--- src/rtl/prior_bank_stoch_log_pkg.sv ---
// Shared types for the prior bank: FSM states, output mode and LFSR tap masks.
package prior_bank_pkg;

    typedef enum logic [1:0] {IDLE, RUN, DONE} state_t;

    typedef enum logic {MODE_STOCH = 1'b0, MODE_LOG = 1'b1} mode_t;

    localparam int PW_NARROW = 8;
    localparam int PW_WIDE   = 16;

    // Fibonacci tap masks, bit k set means stage k+1 feeds the XOR.
    localparam logic [15:0] TAPS_PW8  = 16'h00B8;  // 8,6,5,4
    localparam logic [15:0] TAPS_PW16 = 16'hD008;  // 16,15,13,4

    function automatic logic [15:0] lfsr_taps(input int width);
        logic [15:0] mask;
        mask = (width == PW_WIDE) ? TAPS_PW16 : TAPS_PW8;
        return mask;
    endfunction

endpackage

--- src/rtl/prior_bank_stoch_log_if.sv ---
// Configuration and output bundle of the prior bank.
interface prior_bank_stoch_log_if #(
    parameter int NROWS = 4,
    parameter int PW    = 8,
    parameter int CNTW  = 16,
    parameter int ADRW  = $clog2(NROWS)
);
    logic              mode;
    logic              clear;
    logic              load_valid;
    logic              load_ready;
    logic              load_bcast;
    logic [ADRW-1:0]   load_row;
    logic [PW-1:0]     load_data;
    logic              seed_valid;
    logic [PW-1:0]     seed;
    logic              start;
    logic [CNTW-1:0]   n_samples;
    logic              busy;
    logic              done;
    logic              stoch_valid;
    logic [NROWS-1:0]  prior_stoch;
    logic [PW-1:0]     prior_log [NROWS];

    modport master (
        output mode, clear, load_valid, load_bcast, load_row, load_data,
               seed_valid, seed, start, n_samples,
        input  load_ready, busy, done, stoch_valid, prior_stoch, prior_log
    );

    modport slave (
        input  mode, clear, load_valid, load_bcast, load_row, load_data,
               seed_valid, seed, start, n_samples,
        output load_ready, busy, done, stoch_valid, prior_stoch, prior_log
    );
endinterface

--- src/rtl/prior_bank_stoch_log_lfsr.sv ---
// Maximal-length Fibonacci LFSR with seed load, zero-seed guard and step enable.
module prior_lfsr
    import prior_bank_pkg::*;
#(
    parameter int PW = 8
) (
    input  logic          clk,
    input  logic          rst,
    input  logic          load,
    input  logic          en,
    input  logic [PW-1:0] seed,
    output logic [PW-1:0] value
);
    localparam logic [15:0]   TAPS_FULL = lfsr_taps(PW);
    localparam logic [PW-1:0] TAPS      = TAPS_FULL[PW-1:0];
    localparam logic [PW-1:0] ONE       = PW'(1);

    logic fb;

    assign fb = ^(value & TAPS);

    // Seed load wins over stepping; an all-zero seed would lock up, so it becomes 1.
    always_ff @(posedge clk or posedge rst) begin
        if (rst)
            value <= ONE;
        else if (load)
            value <= (seed == '0) ? ONE : seed;
        else if (en)
            value <= {value[PW-2:0], fb};
    end
endmodule

--- src/rtl/prior_bank_stoch_log.sv ---
// Prior bank with log (parallel) and stochastic (Bernoulli burst) outputs.
// Optional macro PRIOR_ROW_DECORRELATE_EN: row i compares against the LFSR rotated left by i.
module prior_bank_stoch_log
    import prior_bank_pkg::*;
#(
    parameter  int NROWS = 4,
    parameter  int PW    = 8,
    parameter  int CNTW  = 16,
    localparam int ADRW  = $clog2(NROWS)
) (
    input  logic clk,
    input  logic rst,
    prior_bank_stoch_log_if.slave bus
);
    state_t           state_q, state_d;
    logic [CNTW-1:0]  cnt_q, cnt_d;
    mode_t            mode_q;
    logic [PW-1:0]    prior_q [NROWS];
    logic [PW-1:0]    prior_d [NROWS];
    logic [PW-1:0]    lfsr_val;
    logic             sample_en;
    logic [NROWS-1:0] sample_bits;
    logic [NROWS-1:0] stoch_q;
    logic             valid_q;
    logic             in_idle;

    assign in_idle = (state_q == IDLE);

    prior_lfsr #(.PW(PW)) u_lfsr (
        .clk   (clk),
        .rst   (rst),
        .load  (bus.seed_valid && in_idle),
        .en    (sample_en),
        .seed  (bus.seed),
        .value (lfsr_val)
    );

    // Next state and sample strobe; the first sample is taken on the accepting start edge.
    always_comb begin
        state_d   = state_q;
        cnt_d     = cnt_q;
        sample_en = 1'b0;
        unique case (state_q)
            IDLE: begin
                if (bus.start && mode_t'(bus.mode) == MODE_STOCH) begin
                    if (bus.n_samples == '0) begin
                        state_d = DONE;
                    end else begin
                        state_d   = RUN;
                        cnt_d     = bus.n_samples - CNTW'(1);
                        sample_en = 1'b1;
                    end
                end
            end
            RUN: begin
                if (cnt_q == '0) begin
                    state_d = DONE;
                end else begin
                    cnt_d     = cnt_q - CNTW'(1);
                    sample_en = 1'b1;
                end
            end
            DONE:    state_d = IDLE;
            default: state_d = IDLE;
        endcase
    end

    // Prior write path: clear beats load; out-of-range rows match no entry and are dropped.
    always_comb begin
        for (int i = 0; i < NROWS; i++) prior_d[i] = prior_q[i];
        if (in_idle) begin
            if (bus.clear) begin
                for (int i = 0; i < NROWS; i++) prior_d[i] = '0;
            end else if (bus.load_valid) begin
                for (int i = 0; i < NROWS; i++)
                    if (bus.load_bcast || ADRW'(i) == bus.load_row)
                        prior_d[i] = bus.load_data;
            end
        end
    end

    // Bernoulli compare against the next prior value so a load taken with start is used at once.
    always_comb begin
        sample_bits = '0;
        for (int i = 0; i < NROWS; i++) begin
`ifdef PRIOR_ROW_DECORRELATE_EN
            logic [2*PW-1:0] dbl;
            dbl = {lfsr_val, lfsr_val} << (i % PW);
            sample_bits[i] = (dbl[2*PW-1:PW] <= prior_d[i]);
`else
            sample_bits[i] = (lfsr_val <= prior_d[i]);
`endif
        end
    end

    // State, counter, latched mode and prior storage.
    always_ff @(posedge clk or posedge rst) begin
        if (rst) begin
            state_q <= IDLE;
            cnt_q   <= '0;
            mode_q  <= MODE_STOCH;
            for (int i = 0; i < NROWS; i++) prior_q[i] <= '0;
        end else begin
            state_q <= state_d;
            cnt_q   <= cnt_d;
            if (in_idle) mode_q <= mode_t'(bus.mode);
            for (int i = 0; i < NROWS; i++) prior_q[i] <= prior_d[i];
        end
    end

    // Registered stochastic outputs, forced to zero whenever no sample is taken.
    always_ff @(posedge clk or posedge rst) begin
        if (rst) begin
            valid_q <= 1'b0;
            stoch_q <= '0;
        end else begin
            valid_q <= sample_en;
            stoch_q <= sample_en ? sample_bits : '0;
        end
    end

    assign bus.load_ready  = in_idle;
    assign bus.busy        = (state_q == RUN);
    assign bus.done        = (state_q == DONE);
    assign bus.stoch_valid = valid_q;
    assign bus.prior_stoch = stoch_q;

    // Parallel prior view, only while log mode is latched.
    always_comb begin
        for (int i = 0; i < NROWS; i++)
            bus.prior_log[i] = (mode_q == MODE_LOG) ? prior_q[i] : '0;
    end
endmodule

--- src/flat_wrapper.sv ---
// flat-port wrapper written by rule: the top's interface ports become plain ports
module prior_bank_stoch_log_flat import prior_bank_pkg::*;
#(
    parameter  int NROWS = 4,
    parameter  int PW    = 8,
    parameter  int CNTW  = 16,
    localparam int ADRW  = $clog2(NROWS)
)
  (clk, rst, bus_mode, bus_clear, bus_load_valid, bus_load_bcast, bus_load_row, bus_load_data, bus_seed_valid, bus_seed, bus_start, bus_n_samples, bus_load_ready, bus_busy, bus_done, bus_stoch_valid, bus_prior_stoch, bus_prior_log);
  prior_bank_stoch_log_if #(.NROWS(NROWS), .PW(PW), .CNTW(CNTW)) bus_i ();
  input  logic clk;
  input  logic rst;
  input wire logic [$bits(bus_i.mode)-1:0] bus_mode;
  input wire logic [$bits(bus_i.clear)-1:0] bus_clear;
  input wire logic [$bits(bus_i.load_valid)-1:0] bus_load_valid;
  input wire logic [$bits(bus_i.load_bcast)-1:0] bus_load_bcast;
  input wire logic [$bits(bus_i.load_row)-1:0] bus_load_row;
  input wire logic [$bits(bus_i.load_data)-1:0] bus_load_data;
  input wire logic [$bits(bus_i.seed_valid)-1:0] bus_seed_valid;
  input wire logic [$bits(bus_i.seed)-1:0] bus_seed;
  input wire logic [$bits(bus_i.start)-1:0] bus_start;
  input wire logic [$bits(bus_i.n_samples)-1:0] bus_n_samples;
  output wire logic [$bits(bus_i.load_ready)-1:0] bus_load_ready;
  output wire logic [$bits(bus_i.busy)-1:0] bus_busy;
  output wire logic [$bits(bus_i.done)-1:0] bus_done;
  output wire logic [$bits(bus_i.stoch_valid)-1:0] bus_stoch_valid;
  output wire logic [$bits(bus_i.prior_stoch)-1:0] bus_prior_stoch;
  output wire logic [$bits(bus_i.prior_log)-1:0] bus_prior_log;
  assign bus_i.mode = bus_mode;
  assign bus_i.clear = bus_clear;
  assign bus_i.load_valid = bus_load_valid;
  assign bus_i.load_bcast = bus_load_bcast;
  assign bus_i.load_row = bus_load_row;
  assign bus_i.load_data = bus_load_data;
  assign bus_i.seed_valid = bus_seed_valid;
  assign bus_i.seed = bus_seed;
  assign bus_i.start = bus_start;
  assign bus_i.n_samples = bus_n_samples;
  assign bus_load_ready = bus_i.load_ready;
  assign bus_busy = bus_i.busy;
  assign bus_done = bus_i.done;
  assign bus_stoch_valid = bus_i.stoch_valid;
  assign bus_prior_stoch = bus_i.prior_stoch;
  assign bus_prior_log = {>>{bus_i.prior_log}};
  prior_bank_stoch_log #(.NROWS(NROWS), .PW(PW), .CNTW(CNTW)) u_core (.clk(clk), .rst(rst), .bus(bus_i));
endmodule
--- config.mk ---
export PLATFORM = sky130hd
export DESIGN_NAME = prior_bank_stoch_log_flat
export DESIGN_NICKNAME = d
export VERILOG_FILES = /design/src/rtl/prior_bank_stoch_log_pkg.sv /design/src/rtl/prior_bank_stoch_log_if.sv /design/src/rtl/prior_bank_stoch_log_lfsr.sv /design/src/rtl/prior_bank_stoch_log.sv /design/src/flat_wrapper.sv
export SDC_FILE = /design/constraint.sdc
export NUM_CORES = 1
export LEC_CHECK = 0
export ABC_AREA = 0
export CAP_MARGIN = 25
export CORE_UTILIZATION = 38
export DETAILED_ROUTE_END_ITERATION = 8
export GPL_TIMING_DRIVEN = 0
export SLEW_MARGIN = 20
export SYNTH_ARGS = -nofsm -noshare
export SYNTH_HDL_FRONTEND = slang
export SYNTH_SLANG_ARGS = --single-unit
--- constraint.sdc ---
create_clock -name clk -period 3.5 [get_ports clk]
set_clock_uncertainty 0.2 [all_clocks]
set_input_delay 0.525 -clock clk [delete_from_list [all_inputs] [get_ports clk]]
set_output_delay 0.525 -clock clk [all_outputs]
set_load 0.005 [all_outputs]
======== Yosys cells after proc, flatten, opt, wreduce, memory -nomap -nowiden ========
Index checks and enable logic that the tools add are counted.
word-level totals
  flip-flop bits (word level) ............. 64
  input port bits ......................... 42
  output and inout bits ................... 40
  logic and storage cells ................. 69
operators by class
  add/subtract/negate cells ............... 2
  magnitude comparators ................... 4
  equal/unequal tests ..................... 9
  multiplexer cells ....................... 27
  bitwise gates (word level) .............. 1
  reductions and logical operators ........ 16
operator list
  operator                                                               number
  32-bit two-way mux                                                     3
  8-bit two-way mux                                                      11
  16-bit two-way mux                                                     3
  8-bit less-or-equal comparator                                         4
  16-bit zero test                                                       2
  16-bit one-hot mux with 2 select lines                                 1
  16-bit by 1-bit subtractor with 16-bit output, second input constant   2
  8-bit zero test                                                        1
  8-bit XOR reduction                                                    1
  2-bit two-way mux                                                      3
  2-bit != test, second input constant                                   3
  2-bit equality test, first input constant                              2
  2-bit zero test                                                        2
  1-bit logical OR                                                       4
  4-bit two-way mux                                                      1
  2-bit one-hot mux with 2 select lines                                  1
  4-bit AND reduction                                                    1
  2-bit nonzero test                                                     2
  1-bit two-way mux                                                      3
  1-bit by 2-bit equality test with 1-bit output, first input constant   1
  2-bit by 1-bit equality test with 1-bit output, second input constant  1
  2-bit equality test, second input constant                             1
  1-bit logical AND                                                      2
  2-bit by 1-bit != test with 1-bit output, second input constant        1
  other kinds (3)                                                        3

======== Longest topological paths before layout ========
  depth after elaboration ................. 8
  gate-level depth with buffers ........... 14
  gate-level depth less buffers ........... 12

======== Hierarchy ========
A second synthesis with hierarchy kept.
unflattened totals
  cells, all modules ...................... 502
  area total of the unflattened synthesis .. 4575.6 um2
modules (own cells, without submodules)
  module                times used  cells each  area each (um2)  sequential area each (um2)
  prior_bank_stoch_log  1           461         4167.7           1401.3
  prior_lfsr            1           41          407.9            201.4

======== Least setup slack after synthesis ========
No wires, ideal clock.
  path type ............................... register to register
  from .................................... register u_core.state_q[0]
  to ...................................... register u_core.cnt_q[14]
  library setup time ...................... 0.121 ns
  arrival time ............................ 2.794 ns
  required time ........................... 3.179 ns
  path slack .............................. 0.385 ns
  cell stages (with the launch flop) ...... 13
  path buffers ............................ 3
  clock period less this slack ............ 3.115 ns
  path through ............................ dfrtp_1 nand2b_4 clkinv_4 buf_6 buf_2 buf_2 mux2i_1 ha_1 o211ai_4 or4_4 nor3_1 a211oi_1 o22a_1
on the way
  cells in the longest elaborated chain, start to end .. 3
  elaborated cells on any way between the ends .. 8
  classes of those cells .................. eq/ne (4); mux (1); reduce/logical (3)
RTL lines
  element                                                               RTL line                     text
  start, declared                                                       prior_bank_stoch_log.sv:15   state_t state_q, state_d;
  start signal, assigned                                                prior_bank_stoch_log.sv:104  state_q <= state_d;
  2-bit by 1-bit equality test with 1-bit output *                      -
  via bus_busy                                                          flat_wrapper.sv:24           output wire logic [$bits(bus_i.busy)-1:0] bus_busy;
  2-bit != test (no line) / 2-bit nonzero test (equally long branches)  -
  4-bit AND reduction (no line)                                         -
  end signal, assigned                                                  prior_bank_stoch_log.sv:105  cnt_q <= cnt_d;
  end, declared                                                         prior_bank_stoch_log.sv:16   logic [CNTW-1:0] cnt_q, cnt_d;
The timed path passes the listed nets; every way through them passes the cells marked *.
A chain may end at the register's enable or synchronous reset.

======== Worst setup path after layout ========
  from .................................... register u_core.state_q[1]
  to ...................................... register u_core.cnt_q[14]
on the way
  cells in the longest elaborated chain, start to end .. 3
  elaborated cells on any way between the ends .. 8
  classes of those cells .................. eq/ne (4); mux (1); reduce/logical (3)
RTL lines
  element                                                                                   RTL line                    text
  2-bit by 1-bit equality test with 1-bit output / 2-bit zero test (equally long branches)  prior_bank_stoch_log.sv:43  unique case (state_q)
  2-bit != test (no line) / 2-bit nonzero test (equally long branches)                      -
  4-bit AND reduction (no line)                                                             -
Parallel ways exist; a longest one is shown, timed or not.

==> results.py <==
metrics = {
    "finish": {
        "stdcell_count": 754,
        "drive_gt1_frac": 0.130,
        "area_delta_synth_final_pct": 28.6,
        "layout_commonest_cell": "clkdlybuf4s50_1",
        "final_area_um2": 5990,
        "insertedDiodeCount": 0,
        "final_cell_mix": "clkdlybuf4s50_1, dfrtp_1, nor2_1, mux2i_1",
        "fin_nets": 677,
        "fillerInstances": 1130,
    },
    "setup_path": {
        "worstPathRequired_ns": 3.52,
        "endpoint_kind": "flip-flop",
        "crit_fanout": 19,
        "cp.arrival_ns": 3.29,
        "worst_setup_path_start_kind": "flip-flop",
        "critPathKind": "reg2reg",
    },
    "sta": {
        "drv_slew": 0,
        "slew_headroom": 0.590,
        "max_freq_ghz": 0.306,
        "max_slew.worst_pin.slew_ns": 0.598,
        "grt_setup_unrepaired": "true",
        "holdWs_ns": 0.309,
        "layout_min_cycle_time_ns": 3.27,
        "setup_viol": 0,
        "fin_ws_ns": 0.229,
        "fin_crit_sh": 0.934,
        "hold_viol": 0,
        "tns_ns": 0,
    },
    "global_route": {
        "grt_use_met1": 0.289,
        "antenna_found_initial": 0,
        "grt_usage": 0.216,
        "grt_pass1_wl_mm": 21.4,
        "first_global_vias": 4062,
        "grt_max_degree": 36,
        "top_usage_layer": "met2",
        "use_met2": 0.352,
        "use_met3": 0.0295,
        "overflow": 0,
    },
    "floorplanning": {
        "num_io_pins": 82,
        "core_area_um2": 12000,
        "die_h_um": 113,
        "rows": 40,
        "die_w_um": 113,
        "die_area_um2": 12700,
        "initial_core_util": 0.389,
    },
    "cts": {
        "clockBufferDepth": 2,
        "clkLatencyLatePin_ns": 0.34,
        "cts_setup_buffers": 0,
        "htreeDepth": 3,
        "cts_root_buf": "clkbuf_16",
        "numCtsBuffers": 9,
        "cts_tree": "yes",
        "cts.reportedPaths.clkPinSlew_ns": 0.06,
        "clkSinkCount": 64,
        "cts_hold_buf": 0,
    },
    "routing": {
        "viasPerCell": 5.43,
        "first_pass_iters": 5,
        "wl_mm": 13.1,
        "ant_nets": 0,
        "drcViolationCount": 0,
        "routed-via-count": 4091,
        "routedWlPerCell_um": 17.4,
        "drtIter0Drc": 195,
    },
    "synth": {
        "synth_cells": 510,
        "ys_types": 67,
        "syn_nets": 585,
        "synth_edf_count": 0,
        "syn_area_um2": 4660,
        "yosysSeqAreaShare": 0.344,
        "syn_avg_cell_area_um2": 9.13,
        "ys_warn_count": 0,
        "async_flop_share": 1.00,
        "ys_ff_latch": 64,
        "synth_ff_type": "dfrtp_1",
    },
    "power": {
        "vdd_drop_max_v": 0.000329,
        "p_leak_uw": 0.00276,
        "powerDensity_nw_per_um2": 774,
    },
    "flow_run": {
        "max_cap_violations": 0,
    },
    "place": {
        "gp_congestion": 0.913,
        "io_buffers": 81,
        "dp_hpwl_mm": 9.92,
        "post-place-ws_ns": -0.171,
        "place_area_um2": 5680,
        "place_inst": 739,
    },
    "run_status": {
        "status": "finished clean",
    },
    "hold_path": {
        "hold_path.class": "reg2reg",
    },
}
==> layer usage <==
metal  routed length (um)  vias to the layer above
li1                     -                     1977
met1                 6060                     1953
met2                 6090                      143
met3                  680                       18
met4                  298                        0
met5                    0                        -
==> cell families (layout without fill, tap and decap cells) <==
kind of cell,after synthesis,after routing,share of synthesized area
fa+ha+maj,33,33,0.0886
simple gates,208,208,0.248
xor+xnor,8,8,0.0150
mux,49,49,0.107
compound gates,93,93,0.144
flops,64,64,0.344
buf+inv,55,152,0.0529
==> final timing paths <==
path,slack (ns),startpoint,end,depth (start not counted)
min in group asynchronous,0.34,rst,u_core.prior_q[12],2
worst min register to register,0.31,u_core.cnt_q[0],u_core.cnt_q[0],2
worst max-delay path,0.23,u_core.state_q[1],u_core.cnt_q[14],11
worst max register to register,0.23,u_core.state_q[1],u_core.cnt_q[14],11
worst min-delay path,0.31,u_core.cnt_q[0],u_core.cnt_q[0],2
max in group asynchronous,2.16,rst,u_core.u_lfsr.value[0],3
==> critical path, stage by stage (launching register included) <==
cell and delay [ns]:
dfrtp_1 0.47, nand2b_4 0.23, clkinv_4 0.09, buf_6 0.19, buf_4 0.24, mux2i_1 0.25
ha_1 0.25, o211ai_4 0.16, or4_4 0.59, nor3_1 0.20, a211oi_1 0.07, o22a_1 0.20
==> synth_stat cells, drive strengths merged (3+ instances only) <==
| library cell | count | share of area |
|---|---|---|
| ha | 33 | 0.089 |
| or4 | 3 | 0.0064 |
| nor3 | 8 | 0.0097 |
| buf | 9 | 0.014 |
| xnor2 | 4 | 0.0075 |
| or2 | 27 | 0.036 |
| o211ai | 3 | 0.0078 |
| nor4 | 8 | 0.017 |
| dfrtp | 63 | 0.34 |
| mux2i | 44 | 0.095 |
| nor3b | 4 | 0.0064 |
| o21ai | 23 | 0.027 |
| xor2 | 4 | 0.0075 |
| and2 | 36 | 0.048 |
| a21o | 6 | 0.0097 |
| nand3 | 8 | 0.0097 |
| a211oi | 5 | 0.013 |
| inv | 35 | 0.029 |
| nor2 | 44 | 0.035 |
| nor2b | 10 | 0.013 |
| mux2 | 5 | 0.012 |
| a2111oi | 3 | 0.011 |
| clkbuf | 10 | 0.0083 |
| a21oi | 26 | 0.028 |
| o22ai | 3 | 0.0040 |
| nand2b | 7 | 0.011 |
| a31oi | 7 | 0.0094 |
| nand2 | 36 | 0.029 |
| nand4 | 9 | 0.012 |
| o21a | 5 | 0.0081 |
==> power by group <==
group	internal (uW)	switching (uW)
clock	557	366
sequential	1060	351
combinational	1180	1120
total	2800	1840
==> flip-flops by register name, summed over array words and instances, names as in the netlist <==
register	cells
u_core.state_q	2
u_core.u_lfsr.value	8
u_core.mode_q	1
u_core.bus.stoch_valid	1
u_core.bus.prior_stoch	4
u_core.prior_q	32
u_core.cnt_q	16
==> cell type report <==
class | instances | area, um^2 | area share
Clock buffer | 9 | 225 | 0.0376
Inverter | 36 | 145 | 0.0242
Clock inverter | 7 | 78.8 | 0.0132
Timing Repair Buffer | 82 | 831 | 0.139
Tap cell | 147 | 184 | 0.0307
Multi-Input combinational cell | 391 | 2820 | 0.471
Buffer | 18 | 101 | 0.0169
Sequential cell | 64 | 1600 | 0.268
==> timing repair <==
item                                    4_1_cts  5_1_grt
endpoints found under the setup margin        6        5
resized for setup                             4        1
pin swaps                                     0        0
==> through the flow <==
stage	utilization	total power, uW
floorplan	-	2840
global placement	0.473	3610
detailed placement	0.474	3710
CTS	0.501	4670
global route	0.501	5020
finish	0.501	4640
Note: power is estimated with default switching activity, not from simulation.
